`config.mk`:
```
export PLATFORM = sky130hd
export DESIGN_NAME = fpjh_rx_arb
export DESIGN_NICKNAME = d
export VERILOG_FILES = /design/src/rtl/fpjh_pkg.sv /design/src/rtl/fpjh_rr_pick.sv /design/src/rtl/fpjh_rx_arb.sv
export SDC_FILE = /design/constraint.sdc
export NUM_CORES = 1
export LEC_CHECK = 0
export ABC_AREA = 1
export CORE_ASPECT_RATIO = 0.6
export CORE_MARGIN = 2
export CORE_UTILIZATION = 36
export DETAILED_ROUTE_END_ITERATION = 6
export DONT_BUFFER_PORTS = 1
export PLACE_DENSITY_LB_ADDON = 0.15
export SETUP_SLACK_MARGIN = 0.02
export SLEW_MARGIN = 40
export SYNTH_ARGS = -nofsm -noshare
export SYNTH_HDL_FRONTEND = slang
export SYNTH_SLANG_ARGS = --single-unit
```
`constraint.sdc`:
```
create_clock -name clk -period 3.5 [get_ports clk]
set_input_delay 0.525 -clock clk [delete_from_list [all_inputs] [get_ports clk]]
set_output_delay 0.525 -clock clk [all_outputs]
set_load 0.05 [all_outputs]
```
`src/rtl/fpjh_pkg.sv`:
```
// Shared constants and types for the fpjh fragment/aggregation receive path.
// Header bit-fields describe the first 32-bit beat of every frame.
package fpjh_pkg;

  localparam int HDR_LEN_LSB    = 16;
  localparam int HDR_LEN_W      = 12;
  localparam int HDR_TYPE_W     = 16;
  localparam int FRAG_MAX_BYTES = 841;
  localparam int BEAT_CNT_W     = 12;

  typedef enum logic {
    IDLE = 1'b0,
    BUSY = 1'b1
  } arbState_t;

endpackage

```
`src/rtl/fpjh_rr_pick.sv`:
```
// Combinational round-robin picker: returns the first requester strictly above
// lastIdx, wrapping to the lowest requester when none is found above it.
module fpjh_rr_pick #(
  parameter int N  = 4,
  parameter int IW = (N > 1) ? $clog2(N) : 1
) (
  input  logic [N-1:0]  req,
  input  logic [IW-1:0] lastIdx,
  output logic [N-1:0]  grant
);

  logic [N-1:0] grantHi;
  logic [N-1:0] grantLo;

  // Scanning downward leaves the lowest qualifying index in each vector.
  always_comb begin
    grantHi = '0;
    grantLo = '0;
    for (int i = N - 1; i >= 0; i--) begin
      if (req[i]) begin
        grantLo    = '0;
        grantLo[i] = 1'b1;
        if (i > int'(lastIdx)) begin
          grantHi    = '0;
          grantHi[i] = 1'b1;
        end
      end
    end
    grant = (grantHi != '0) ? grantHi : grantLo;
  end

endmodule

```
`src/rtl/fpjh_rx_arb.sv`:
```
// Frame-granular round-robin arbiter in front of the fragment receiver.
// Forwards whole frames, captures first-beat header fields, flags overlong frames.
module fpjh_rx_arb
  import fpjh_pkg::*;
#(
  parameter int NUM_CH    = 4,
  parameter int MAX_BEATS = 256
) (
  input  logic                    clk,
  input  logic                    rst,
  input  logic [NUM_CH-1:0]       i_cfg_en,
  input  logic [NUM_CH-1:0]       i_axis_tvalid,
  input  logic [32*NUM_CH-1:0]    i_axis_tdata,
  input  logic [4*NUM_CH-1:0]     i_axis_tkeep,
  input  logic [NUM_CH-1:0]       i_axis_tlast,
  output logic [NUM_CH-1:0]       i_axis_tready,
  output logic                    o_axis_tvalid,
  output logic [31:0]             o_axis_tdata,
  output logic [3:0]              o_axis_tkeep,
  output logic                    o_axis_tlast,
  input  logic                    o_axis_tready,
  output logic [NUM_CH-1:0]       o_grant,
  output logic                    o_busy,
  output logic                    o_hdr_vld,
  output logic [HDR_LEN_W-1:0]    o_hdr_len,
  output logic [HDR_TYPE_W-1:0]   o_hdr_type,
  output logic [2:0]              o_hdr_ch,
  output logic                    o_err_long,
  output logic [31:0]             o_frame_cnt
);

  localparam int IW = $clog2(NUM_CH);
  localparam logic [BEAT_CNT_W-1:0] MAX_CNT = BEAT_CNT_W'(MAX_BEATS);

  arbState_t             state;
  logic [NUM_CH-1:0]     grant;
  logic [IW-1:0]         grantIdx;
  logic [IW-1:0]         lastIdx;
  logic                  firstBeat;
  logic [BEAT_CNT_W-1:0] beatCnt;
  logic [NUM_CH-1:0]     pickGrant;
  logic [IW-1:0]         pickIdx;
  logic                  xfer;

  fpjh_rr_pick #(.N(NUM_CH), .IW(IW)) u_pick (
    .req     (i_axis_tvalid & i_cfg_en),
    .lastIdx (lastIdx),
    .grant   (pickGrant)
  );

  always_comb begin
    pickIdx = '0;
    for (int k = 0; k < NUM_CH; k++) begin
      if (pickGrant[k]) pickIdx = IW'(k);
    end
  end

  // NOTE: grant is all-zero in IDLE, so the one-hot mux needs no state term.
  always_comb begin
    o_axis_tvalid = 1'b0;
    o_axis_tdata  = '0;
    o_axis_tkeep  = '0;
    o_axis_tlast  = 1'b0;
    for (int k = 0; k < NUM_CH; k++) begin
      if (grant[k]) begin
        o_axis_tvalid = i_axis_tvalid[k];
        o_axis_tdata  = i_axis_tdata[32*k +: 32];
        o_axis_tkeep  = i_axis_tkeep[4*k +: 4];
        o_axis_tlast  = i_axis_tlast[k];
      end
    end
  end

  assign i_axis_tready = grant & {NUM_CH{o_axis_tready}};
  assign xfer          = o_axis_tvalid & o_axis_tready;
  assign o_grant       = grant;
  assign o_busy        = (state == BUSY);

  always_ff @(posedge clk) begin
    if (rst) begin
      state       <= IDLE;
      grant       <= '0;
      grantIdx    <= '0;
      lastIdx     <= IW'(NUM_CH - 1);
      firstBeat   <= 1'b0;
      beatCnt     <= '0;
      o_hdr_vld   <= 1'b0;
      o_hdr_len   <= '0;
      o_hdr_type  <= '0;
      o_hdr_ch    <= '0;
      o_err_long  <= 1'b0;
      o_frame_cnt <= '0;
    end else begin
      o_hdr_vld  <= 1'b0;
      o_err_long <= 1'b0;
      case (state)
        IDLE: begin
          if (pickGrant != '0) begin
            state     <= BUSY;
            grant     <= pickGrant;
            grantIdx  <= pickIdx;
            firstBeat <= 1'b1;
            beatCnt   <= '0;
          end
        end
        BUSY: begin
          if (xfer) begin
            firstBeat <= 1'b0;
            if (firstBeat) begin
              o_hdr_vld  <= 1'b1;
              o_hdr_len  <= o_axis_tdata[HDR_LEN_LSB +: HDR_LEN_W];
              o_hdr_type <= o_axis_tdata[HDR_TYPE_W-1:0];
              o_hdr_ch   <= 3'(grantIdx);
            end
            if (beatCnt < MAX_CNT) beatCnt <= beatCnt + 1'b1;
            // Saturation guarantees this count value is crossed once per frame.
            if (beatCnt == MAX_CNT - 1'b1 && !o_axis_tlast) o_err_long <= 1'b1;
            if (o_axis_tlast) begin
              state       <= IDLE;
              grant       <= '0;
              lastIdx     <= grantIdx;
              o_frame_cnt <= o_frame_cnt + 1'b1;
            end
          end
        end
        default: state <= IDLE;
      endcase
    end
  end

endmodule

```
==> summary.txt, run 1 <==
Floorplan
  • Num rows: 34
  • Initial core utilization: a little over a third
  • Die H: between 90 and 100 um
  • Die Area: between 0.015 and 0.02 mm2
  • I/O pins: ~270
  • Horiz. Die Dim: between 150 and 200 um
  • Core box area: between 0.01 and 0.015 mm2

STA
  • Final min period: roughly 2.7 ns
  • Worst slew pin tran: 0.734 ns
  • RSZ-0062 raised after global routing: no
  • Peak Freq: between 0.3 and 0.4 GHz
  • TNS Setup: 0 ns
  • Final Cycle Share: between 70% and 80%
  • Slew headroom: between 50% and 60%
  • Final Skew: 0.00682 ns
  • Final hold violations: 0
  • Final setup fails: 0
  • Final Max Tran Viols: 0

Power and ir drop
  • Switching Fraction: 32.4%
  • Clock network fraction of design power: a little under two fifths
  • P_sw: ~810 uW
  • Sequential power share: between 40% and 50%
  • Pwr dens: between 400 and 500 mW/mm2
  • VDD IR-drop max: 0.224 mV
  • Static Leakage: around 2.4 nW
  • Internal: ~1.7 mW
  • Combinational Power Share: a little over a fifth

Cells and area
  • Ant diodes: 0
  • Sequential Area: 0.00173 mm2
  • Layout Cells excl Fill: just over 1,000
  • Commonest non-fill, non-tap cells in the layout: 259 x nand2_1, 130 x a21oi_1, 90 x nor2_1, 83 x dfxtp_1, 42 x buf_4
  • Layout cells sized above 1: 10.9%
  • Area Overhead vs Synth: 13.6%
  • Final cell utilization of the core: between 40 and 50%
  • Area of the multi-input gates: about 0.0032 mm2
  • Commonest non-fill, non-tap cell in the layout: nand2_1
  • Layout fillers: roughly 1,500
  • Net count, final: approximately 990

Critical path
  • Crit. Startpoint: o_grant[1]$_SDFFE_PP0P_
  • Worst EP required: roughly 3.7 ns
  • CP cell instances: buf_4 > a21oi_1 > nand2_1 > nand2_1 > nand2_2 > nand2_4 > nor2_8 > clkinv_2 > o21ai_0 > a21oi_1
  • Critical Path Source Type: flop
  • Critical Path Fanout Max: between 40 and 50
  • Setup crit end kind: flop
  • FF-to-FF Start: o_grant[1]$_SDFFE_PP0P_
  • Critical-path top delay cell: buf_4
  • CP max stage delay: around 0.49 ns
  • Crit path kind: flop to flop
  • WP data arrival: 2.87 ns

GRT
  • Met2 usage: between 30% and 40%
  • First-pass GRT wire length: roughly 27,000 um
  • Vias in the first global route: ~5,000
  • Largest net degree at the start of global routing: 72
  • GRT Max-Usage Layer: met2
  • Met3 Usage GRT: 8.33%
  • Grt total ovfl: 0
  • Gr usage total: 22.0%
  • Initial antenna violation count: 0
  • GR Util met1: between 30% and 40%

Drt
  • Vias: around 5,700
  • WL final: between 15,000 and 20,000 um
  • Final ANT Viol Nets: 0
  • DR iter-0 viols: about 430
  • Post-route DRC: 0
  • Routed WL per cell: ~18 um
  • Via-per-instance ratio: 5.53
  • Router iterations before antenna repair: 5

Clock network
  • Maximum root-to-sink buffer count: 2
  • CTS root buf: clkbuf_16
  • Post-cts resize count: 0
  • Worst skew pair latency: approximately 0.33 ns
  • Setup bufs post-CTS: 0
  • CTS Hold Bufs: 0
  • Num CTS Buffers: 9
  • Clk sinks: 86
  • CTS tree: done
  • # H-tree levels: 3
  • Reg clk slew, reported paths: about 0.06 ns

Placement
  • Placer's final routability congestion estimate: slightly above 0.9
  • I/O Buffers: 0
  • Placed cell count: between 1,000 and 1,500
  • Final HPWL DP: between 10,000 and 15,000 um

Synthesis
  • Synthesized area: around 0.0053 mm2
  • Largest area contributor in the netlist: dfxtp_1
  • Syn_area_per_cell: 6.41 um2
  • Post-Synth Simple-Gate Area: 33.8%
  • Post-synthesis instance total: ~820
  • Synth Area in XOR/XNOR: approximately 3.7%
  • Mux share of post-synthesis cell area: 0%
  • Synth warn: 0
  • Syn Nets: between 900 and 1,000
  • Synth Area in Compound Gates: between 20% and 30%
  • Synth cell types: 37
  • Seq cells post-synth: 86
  • Main combinational cell family by area after synthesis: simple AND/OR/NAND/NOR gates
  • Top cells by area, synth: dfxtp_1 33%, nand2_1 18%, a21oi_1 12%
  • Synth Area in Adders: less than 1%
  • Area share of the largest cell type after synthesis: about 33%
  • Register area share after synthesis: 32.6%

Worst hold path
  • HP Class: input pin to flop
  • Hold Path Origin: rst

Run status
  • Status: finished clean

Flow run
  • Max_cap viols: 0
==> cell families (layout without fill, tap and decap cells) <==
family	count (synthesis)	after routing
other	1	1
DFF	86	86
buffers and inverters	92	104
adders and majority gates	2	2
AOI/OAI and AO/OA	195	195
and+or+nand+nor	425	425
xor gates and xnor gates	22	22
==> worst paths after layout <==
| kind | end | slack (ns) | cells past startpoint |
|---|---|---|---|
| max | o_frame_cnt[1]$_SDFFE_PP0P_ | 0.85 | 10 |
| max reg2reg | o_frame_cnt[1]$_SDFFE_PP0P_ | 0.85 | 10 |
| min | o_frame_cnt[28]$_SDFFE_PP0P_ | 0.26 | 1 |
| min reg2reg | firstBeat$_SDFFE_PP0P_ | 0.48 | 2 |
==> power by group through the flow <==
stage	Sequential, mW	Clock, mW	Combinational (mW)
detailed placement	1.03	0	0.545
floorplan	1.03	0	0.401
global route	1.00	1.00	0.583
finish	1.00	0.934	0.548
CTS	1.00	0.967	0.547
global placement	1.03	0	0.541
==> state kept, by name, summed over array words and instances, names as in the netlist <==
name and count:
o_frame_cnt 32, o_hdr_type 16, beatCnt 12, o_hdr_len 12, o_grant 4, grantIdx 2
lastIdx 2, o_hdr_ch 2, firstBeat 1, o_busy 1, o_err_long 1, o_hdr_vld 1
==> routing by layer <==
layer  share of wire (%)  wire length [um]
met1                  44              8030
met2                  43              7730
met3                  11              2070
met4                 1.5               270
met5                   0                 0
==> per-stage QoR <==
stage               hold slack, ns  total power [mW]  setup slack (ns)  instance area (um2)
floorplan                    0.443              1.43             0.347                 5280
global placement             0.464              1.57             0.943                 5700
detailed placement           0.471              1.57             0.845                 5700
CTS                          0.239              2.52             0.843                 5990
global route                 0.241              2.59             0.547                 5990
finish                       0.263              2.48             0.845                 5990
==> final cells by class <==
type | count | area share (%)
sequential | 86 | 28.8
clock buffer | 14 | 4.57
tap | 198 | 4.13
timing repair buffer | 45 | 6.26
inverter | 43 | 2.71
clock inverter | 2 | 0.251
multi-input combinational | 645 | 53.3
==> critical path: cells and delay by family, from the launching register on <==
family | cells | cell delay [ns]
AND/OR/NAND/NOR | 5 | 0.81
AO/OA/AOI/OAI | 3 | 0.46
buffers and inverters | 2 | 0.93
flip-flops | 1 | 0.33
==> synth_stat cells <==
cell      number
xor2_1        16
o31ai_1        8
nor3b_1        2
dfxtp_1       86
nand2_2        1
a21oi_1      130
nand3_1       30
buf_6          4
clkbuf_1      23
nor3_2         1
nor3_1        22
nor3b_2        5
nor2_1        90
nand4_1        6
buf_4          3
o21bai_4       1
a21boi_4       1
inv_2          4
nand2_4        1
inv_1         38
nor4_1         2
clkinv_2       1
nor2_8         1
buf_2         14
nand2_1      259
o21ai_0        9
nand3_2        1
nor2_2         3
nand3b_1       1
conb_1         1
a221oi_1       8
xnor2_1        6
a31oi_1        3
a21boi_0       1
ha_1           2
o211ai_1      34
buf_1          5
Note: power is estimated with default switching activity, not from simulation.
==> run 2, diff against run 1 <==
==> constraint.sdc (replaced) <==
create_clock -name clk -period 2.37 [get_ports clk]
set_input_delay 0.3555 -clock clk [delete_from_list [all_inputs] [get_ports clk]]
set_output_delay 0.3555 -clock clk [all_outputs]
set_load 0.05 [all_outputs]
==> summary.txt, run 2 (synthesized netlist as in run 1, its figures left out) <==
Placement
  • Final HPWL DP: around 14,000 um
  • DP Area: around 0.0065 mm2
  • Place WS: 0.243 ns
  • Placer's final routability congestion estimate: roughly 0.9
  • I/O Buffers: 0
  • Placed cell count: roughly 1,100

Drt
  • WL final: 18,400 um
  • Via-per-instance ratio: about 5.4
  • Router iterations before antenna repair: 5
  • Post-route DRC: 0
  • Routed WL per cell: between 15 and 20 um
  • Vias: 5,797
  • DR iter-0 viols: about 370
  • Final ANT Viol Nets: 0

STA
  • WHS: around 0.09 ns
  • Slew headroom: 60.8%
  • Final Skew: 0.00563 ns
  • Final Max Tran Viols: 0
  • Final min period: between 2 and 2.5 ns
  • Final setup fails: 0
  • Peak Freq: about 0.45 GHz
  • Final hold violations: 0
  • Worst slew pin tran: approximately 0.59 ns
  • RSZ-0062 raised after global routing: yes
  • Setup ws final: ~0.13 ns
  • Final Cycle Share: a little over nine tenths
  • TNS Setup: 0 ns

GRT
  • Grt total ovfl: 0
  • Largest net degree at the start of global routing: between 70 and 80
  • Gr usage total: 23.0%
  • Vias in the first global route: ~5,300
  • First-pass GRT wire length: roughly 29,000 um
  • Initial antenna violation count: 0

Clock network
  • # H-tree levels: 3
  • Num CTS Buffers: 9
  • Worst skew pair latency: 0.34 ns
  • Setup bufs post-CTS: 0
  • CTS Hold Bufs: 0
  • Maximum root-to-sink buffer count: 2
  • Reg clk slew, reported paths: roughly 0.06 ns
  • Clk sinks: 86
  • CTS root buf: clkbuf_16
  • CTS tree: done

Critical path
  • Crit path kind: flop to primary output
  • Worst EP required: between 2 and 2.5 ns
  • Critical Path Fanout Max: 38
  • Critical Path Source Type: flop
  • WP data arrival: ~1.9 ns
  • Setup crit end kind: primary output
  • Crit path buf inv count: 2
  • Critical-path top delay cell: buf_4
  • CP delay by family, top: buffers and inverters
  • CP max stage delay: around 0.50 ns
  • CP cell instances: buf_4 > a21oi_1 > nand2_1 > o211ai_1 > nand2_1 > buf_12
  • Cell repeated most along the worst path: nand2_1

Flow run
  • Max_cap viols: 0

Floorplan
  • Horiz. Die Dim: ~160 um
  • I/O pins: roughly 270
  • Die H: 97.8 um
  • Die Area: roughly 0.016 mm2
  • Core box area: around 0.014 mm2
  • Initial core utilization: a little over a third
  • Num rows: 34

Power and ir drop
  • Pwr dens: ~570 mW/mm2
  • Static Leakage: roughly 2.7 nW
  • VDD IR-drop max: approximately 0.37 mV
  • Overall Power: roughly 3.9 mW

Cells and area
  • Layout cells sized above 1: 14.8%
  • Net count, final: 1,029
  • Final cell utilization of the core: a little under half
  • Area Overhead vs Synth: 27.8%
  • Largest register FFs: 32
  • Top reg by flops: o_frame_cnt
  • Layout fillers: 1,455
  • Layout Cells excl Fill: around 1,100
  • Ant diodes: 0
  • Final Cell Area: between 0.006 and 0.007 mm2
  • Registers with the most flip-flops: o_frame_cnt (32), o_hdr_type (16)
  • Commonest non-fill, non-tap cells in the layout: 259 x nand2_1, 130 x a21oi_1, 90 x nor2_1, 83 x dfxtp_1, 46 x buf_4
  • Commonest non-fill, non-tap cell in the layout: nand2_1

Run status
  • Status: finished clean

Worst hold path
  • HP Class: input pin to flop
## run 2: changes by cell type in the layout (fill, tap and decap cells not counted)
cell	before	now
clkbuf_1	2	1
o31ai_4	0	7
buf_6	0	1
inv_6	0	1
buf_12	3	36
buf_4	42	46
clkbuf_8	3	2
o31ai_2	8	1
clkinv_2	1	3
clkinvlp_4	2	0
## run 2: path summary, 6_finish.rpt
check	start	to	slack (ns)	depth (start not counted)
min	rst	o_hdr_type[15]$_SDFFE_PP0P_	0.09	1
min reg2reg	firstBeat$_SDFFE_PP0P_	firstBeat$_SDFFE_PP0P_	0.48	2
max	o_grant[2]$_SDFFE_PP0P_	o_axis_tdata[24]	0.13	6
max reg2reg	o_grant[1]$_SDFFE_PP0P_	o_frame_cnt[1]$_SDFFE_PP0P_	0.22	9
## run 2: power breakdown
part | switching (mW) | internal (mW)
logic | 0.646 | 0.401
registers | 0.0190 | 1.46
clock network | 0.570 | 0.763
## run 2: area by class of cell
class                      instances  area, um2  area share [%]
inverter                          43        163            2.41
sequential                        86       1730            25.6
clock buffer                      12        256            3.80
clock inverter                     3       18.8           0.278
multi-input combinational        645       3250            48.3
tap                              198        248            3.67
timing repair buffer              83       1080            16.0
## run 2: repair_timing
item / 4_1_cts / 5_1_grt
resized for setup: 0 / 1
hold endpoints to repair: 0 / 0
setup endpoints to repair: 0 / 8
## run 2: routing by layer
layer	global-route usage (%)	wire length [um]	part of all wire [%]
met1	31.7	8160	44
met2	34.6	7950	43
met3	6.71	1780	9.7
met4	7.35	467	2.5
met5	0	0	0
